<file path="config.mk">
export PLATFORM = sky130hd
export DESIGN_NAME = dense_addr_loop
export DESIGN_NICKNAME = d
export VERILOG_FILES = /design/src/rtl/dense_addr_loop.sv
export SDC_FILE = /design/constraint.sdc
export NUM_CORES = 1
export LEC_CHECK = 0
export BUFFER_PORTS_ARGS = -buffer_cell sky130_fd_sc_hd__buf_2
export CORE_AREA = 2 2 189 191
export DETAILED_ROUTE_END_ITERATION = 7
export DIE_AREA = 0 0 191 193
export GPL_ROUTABILITY_DRIVEN = 0
export PLACE_DENSITY_LB_ADDON = 0.2
export REMOVE_ABC_BUFFERS = 1
export SETUP_SLACK_MARGIN = 0.3
export SLEW_MARGIN = 25
export SYNTH_ARGS = -nofsm -noshare
export SYNTH_HDL_FRONTEND = slang
export SYNTH_SLANG_ARGS = --single-unit
</file>
<file path="constraint.sdc">
create_clock -name clk_in -period 6.9 [get_ports clk_in]
set_input_delay 0.345 -clock clk_in [delete_from_list [all_inputs] [get_ports clk_in]]
set_output_delay 0.345 -clock clk_in [all_outputs]
set_load 0.01 [all_outputs]
</file>
<file path="src/rtl/dense_addr_loop.sv">
// DENSE-layer address loop: walks n/m/k and emits {input, weight, output} address tuples.
// Optional iteration counter output enabled by defining DENSE_LOOP_ITER_COUNT_EN.
module dense_addr_loop #(
  parameter int ADDR_BITS = 32,
  parameter int SIZE_BITS = 10
) (
  input  logic                 clk_in,
  input  logic                 rst_in,
  input  logic                 start_ready_in,
  input  logic                 next_ready_in,
  input  logic [ADDR_BITS-1:0] input_base_addr,
  input  logic [ADDR_BITS-1:0] weight_base_addr,
  input  logic [ADDR_BITS-1:0] output_base_addr,
  input  logic [SIZE_BITS-1:0] m_size,
  input  logic [SIZE_BITS-1:0] chw_size,
  input  logic [SIZE_BITS-1:0] n_size,
  output logic [ADDR_BITS-1:0] input_addr,
  output logic [ADDR_BITS-1:0] weight_addr,
  output logic [ADDR_BITS-1:0] output_addr,
  output logic                 ready_out,
  output logic                 last_k_out,
  output logic                 done_out
`ifdef DENSE_LOOP_ITER_COUNT_EN
  ,
  output logic [3*SIZE_BITS-1:0] iter_count_out
`endif
);

  localparam logic [SIZE_BITS-1:0]   SIZE_ONE = SIZE_BITS'(1);
  localparam logic [ADDR_BITS-1:0]   ADDR_ONE = ADDR_BITS'(1);

  typedef enum logic [1:0] {S_IDLE, S_RUN, S_DONE} state_t;

  state_t               r_state;
  state_t               w_state_next;

  logic [SIZE_BITS-1:0] r_k, r_m, r_n;
  logic [SIZE_BITS-1:0] r_m_size, r_chw_size, r_n_size;
  logic [ADDR_BITS-1:0] r_w_base, r_in_row;
  logic [ADDR_BITS-1:0] r_in_addr, r_w_addr, r_out_addr;

  logic                 w_size_zero;
  logic                 w_consume;
  logic                 w_last_k, w_last_m, w_last_n;
  logic [ADDR_BITS-1:0] w_chw_ext;
  logic [ADDR_BITS-1:0] w_next_row;

  assign w_size_zero = (m_size == '0) || (chw_size == '0) || (n_size == '0);
  // Start outranks next, so a consume never lands on a restart cycle.
  assign w_consume   = (r_state == S_RUN) && next_ready_in && !start_ready_in;
  assign w_last_k    = (r_k == r_chw_size - SIZE_ONE);
  assign w_last_m    = (r_m == r_m_size - SIZE_ONE);
  assign w_last_n    = (r_n == r_n_size - SIZE_ONE);
  assign w_chw_ext   = ADDR_BITS'(r_chw_size);
  assign w_next_row  = r_in_row + w_chw_ext;

  always_ff @(posedge clk_in or negedge rst_in) begin
    if (!rst_in) begin
      r_state <= S_IDLE;
    end else begin
      r_state <= w_state_next;
    end
  end

  always_comb begin
    w_state_next = r_state;
    if (start_ready_in) begin
      w_state_next = w_size_zero ? S_DONE : S_RUN;
    end else if (w_consume && w_last_k && w_last_m && w_last_n) begin
      w_state_next = S_DONE;
    end
  end

  always_comb begin
    ready_out  = (r_state == S_RUN);
    done_out   = (r_state == S_DONE);
    last_k_out = (r_state == S_RUN) && w_last_k;
  end

  // Incremental address walk: only adders, row bases carried in registers.
  always_ff @(posedge clk_in or negedge rst_in) begin
    if (!rst_in) begin
      r_k        <= '0;
      r_m        <= '0;
      r_n        <= '0;
      r_m_size   <= '0;
      r_chw_size <= '0;
      r_n_size   <= '0;
      r_w_base   <= '0;
      r_in_row   <= '0;
      r_in_addr  <= '0;
      r_w_addr   <= '0;
      r_out_addr <= '0;
    end else if (start_ready_in) begin
      r_k        <= '0;
      r_m        <= '0;
      r_n        <= '0;
      r_m_size   <= m_size;
      r_chw_size <= chw_size;
      r_n_size   <= n_size;
      r_w_base   <= weight_base_addr;
      r_in_row   <= input_base_addr;
      r_in_addr  <= input_base_addr;
      r_w_addr   <= weight_base_addr;
      r_out_addr <= output_base_addr;
    end else if (w_consume) begin
      if (!w_last_k) begin
        r_k       <= r_k + SIZE_ONE;
        r_in_addr <= r_in_addr + ADDR_ONE;
        r_w_addr  <= r_w_addr + ADDR_ONE;
      end else if (!w_last_m) begin
        r_k        <= '0;
        r_m        <= r_m + SIZE_ONE;
        r_in_addr  <= r_in_row;
        r_w_addr   <= r_w_addr + ADDR_ONE;
        r_out_addr <= r_out_addr + ADDR_ONE;
      end else begin
        r_k        <= '0;
        r_m        <= '0;
        r_n        <= r_n + SIZE_ONE;
        r_in_row   <= w_next_row;
        r_in_addr  <= w_next_row;
        r_w_addr   <= r_w_base;
        r_out_addr <= r_out_addr + ADDR_ONE;
      end
    end
  end

  assign input_addr  = r_in_addr;
  assign weight_addr = r_w_addr;
  assign output_addr = r_out_addr;

`ifdef DENSE_LOOP_ITER_COUNT_EN
  localparam logic [3*SIZE_BITS-1:0] CNT_ONE = (3*SIZE_BITS)'(1);
  logic [3*SIZE_BITS-1:0] r_iter_count;

  always_ff @(posedge clk_in or negedge rst_in) begin
    if (!rst_in) begin
      r_iter_count <= '0;
    end else if (start_ready_in) begin
      r_iter_count <= '0;
    end else if (w_consume) begin
      r_iter_count <= r_iter_count + CNT_ONE;
    end
  end

  assign iter_count_out = r_iter_count;
`endif

endmodule

</file>
==> metrics <==
final worst-path cycle share=a little over three fifths; All-Layer GR Usage=a little under a quarter; worst slew pin tran=about 1 ns; Die X=191 um; initial core utilization=39.3%; top-area cell type share of the netlist area=40.5%; Top Ports=about 230; # H-tree levels=1; Clock transition at path regs=around 0.06 ns; peak supply drop=approximately 200 uV; Slew headroom=around a third; Die Y=slightly below 200 um; sequential share of power=about two fifths; crit-path cells=or4_1 > o21a_1 > o41ai_1 > nor2_1 > or3_1 > nor3b_1 > buf_2; outcome=finished, final reports clean; Placement Cell Area=roughly 15000 um2; RSZ-0062 raised after global routing=false; Bufs on Longest Clock Path=3; Post-Place Cells=around 2.2k; Cells on Worst Hold Path=3; CTS tree=yes; Post-synth top cells=dfrtp_1 (222), nand2_1 (177), o21ai_0 (101); clock power share=between 40% and 50%; ys async rst share=100%; Clock Latency Late Sink=0.55 ns; detailed placer's ending HPWL=a little over 30 mm; Gate power share=about 16%; # resized after CTS=0; top routing layer used=met5; Final Critical Period=~4.3 ns; IO Port Bufs=about 230; CTS Hold Buffers Added=22; Root Buffer=clkbuf_16; share of layout cells above drive strength 1=roughly a fifth; Mapped Avg Cell Area=8.91 um2; worst-path maximum fanout=9; vias in the first global route=approximately 12k; die area=36900 um2; antenna violations before repair=7; nets=about 1.9k; Cell variety after synth=76; Finished Layout Cells=about 2.2k; met1 WL=a little under 20 mm; Final Setup Violations=0; Post-Syn Instances=1540; CP max stage cell=or3_1; PD cells=around 230 nW/um2; top-count cell post-synth=dfrtp_1; core area=between 30000 and 40000 um2; leak pwr=slightly below 7 nW; CP top delay family=simple AND/OR/NAND/NOR gates; setup tns final=0 ns; Most used DFF post-synth=dfrtp_1; residual DRC count=0; Hold Fails Final Rpt=0; Post-Syn Area=approximately 14000 um2; post-CTS setup buffer count=0; synthesized flop and latch total=~220; max-slew violations=0; Fillers=between 3k and 4k; Worst setup SP type=flop; row cnt=around 70; Area contributors post-synth=dfrtp_1 (40%), nand2_1 (4.8%), xnor2_1 (4.4%); EDFF count, synth=0; met2 WL=roughly 21 mm; Worst Clk Skew=between 0.01 and 0.015 ns; slowest stage delay, CP=about 0.67 ns; Num Clock Sinks=222; total wire length=44.1 mm; via/cell ratio=roughly 5.7; Final Power=0.00380 W; CTS buffer count=27; drt pass-1 iters=5; Bufs and invs on worst path=1; cell taking the most area after synthesis=dfrtp_1; met3 routed WL=2.92 mm; crit path kind=flop to primary output; Crit. End Element=primary output; grt total ovfl=0; arrival time worst endpoint=about 4.0 ns; CP Data Required Time=roughly 6.6 ns; largest net degree at the start of global routing=between 100 and 150; post-synthesis sequential area ratio=40.5%; cell count of the worst reg-to-reg path=9; Max Cap Viol=0; Sw Pwr=roughly 0.0011 W; Area Overhead vs Synth=20.6%; design area=about 17000 um2; Stages on worst setup path=7; vias=12.8k; hold crit path type=primary input to flop; r2r setup slk=roughly 2.8 ns; FMAX=roughly 0.23 GHz; sw frac=between 20% and 30%; WL/cell=between 15 and 20 um; Internal=roughly 0.0027 W; 1st-iter DRT viols=between 700 and 800; Detail Route Antenna Nets=0; global-route wire length before repair=69.3 mm; Ys Warns=0
final timing paths:
check | from | end
max | r_chw_size[2]$_DFFE_PN0P_ | last_k_out
min | output_base_addr[10] | output_addr[10]$_DFFE_PN0P_
max reg2reg | r_chw_size[2]$_DFFE_PN0P_ | weight_addr[6]$_DFFE_PN0P_
min reg2reg | r_w_base[2]$_DFFE_PN0P_ | r_w_base[2]$_DFFE_PN0P_
max in group asynchronous | rst_in | r_k[4]$_DFFE_PN0P_
min in group asynchronous | rst_in | output_addr[0]$_DFFE_PN0P_
per-stage QoR:
step	hold slack, ns	utilization [%]	setup slack, ns
finish	0.0125	47.4	2.56
floorplan	0.0494	-	1.75
global placement	0.405	43.7	2.94
global route	0.0177	47.3	2.42
detailed placement	0.397	43.7	2.85
CTS	0.00110	47.2	2.57
power by group through the flow:
stage / clock, W / sequential, W / combinational, W
final: 0.00164 / 0.00155 / 0.000615
after global routing: 0.00172 / 0.00157 / 0.000684
after floorplan: 0 / 0.00156 / 0.000331
after detailed placement: 0 / 0.00157 / 0.000604
after global placement: 0 / 0.00157 / 0.000596
after CTS: 0.00166 / 0.00155 / 0.000617
worst register-to-register path, cell delays in order (launching register included):
cell and delay, ns:
dfrtp_1 0.46, or4_1 0.63, o21a_1 0.23, o41ai_1 0.66, o22ai_1 0.30, nor2_1 0.16, buf_4 0.23, nand3_1 0.71
a31oi_1 0.44, a32o_1 0.19
cells in the final DEF, fill, tap and decap left out, types with 13 or more instances in the layout:
cell / count
buf_4: 13
xnor2_1: 69
and3_1: 50
o31ai_1: 16
buf_2: 226
mux2_2: 50
a21oi_1: 74
nor4_1: 28
o21ai_0: 101
nor3_1: 50
nand3_1: 62
nor2_1: 94
nand2_1: 176
o21ai_1: 17
ha_1: 19
clkbuf_16: 27
nand4_1: 36
o21a_1: 14
inv_1: 41
xor2_1: 60
mux2i_1: 26
a31oi_1: 13
or3_1: 13
dlygate4sd3_1: 22
dfrtp_1: 222
layer usage:
layer	vias up	GRT usage, %
li1	6047	-
met1	6289	31.4
met2	365	39.5
met3	67	4.71
met4	8	5.64
met5	-	0
area by class of cell:
cell class / instances / area (um2) / area share, %
multi-input cells: 1188 / 7700 / 46.5
flip-flops and latches: 222 / 5560 / 33.5
repair buffers: 267 / 1540 / 9.29
clock buffers: 38 / 767 / 4.63
well taps: 461 / 577 / 3.48
clock inverters: 12 / 250 / 1.51
inverters: 42 / 158 / 0.952
diodes: 3 / 7.51 / 0.0453
registers in the layout (all words and copies together), names as in the netlist:
name         count
r_n             10
r_state          2
r_n_size        10
weight_addr     32
r_w_base        32
r_in_row        32
output_addr     32
input_addr      32
r_m             10
r_k             10
r_m_size        10
r_chw_size      10
kinds of logic (layout without fill, tap and decap cells):
logic type,after synthesis,count (layout),share of synthesized area (%)
simple gates,600,600,22.5
compound gates,363,363,17.2
flops,222,222,40.5
buf+inv,130,359,3.73
xor+xnor,129,129,8.23
mux,76,76,6.00
fa+ha+maj,20,20,1.88
other cells,0,3,0
Note: power is estimated with default switching activity, not from simulation.
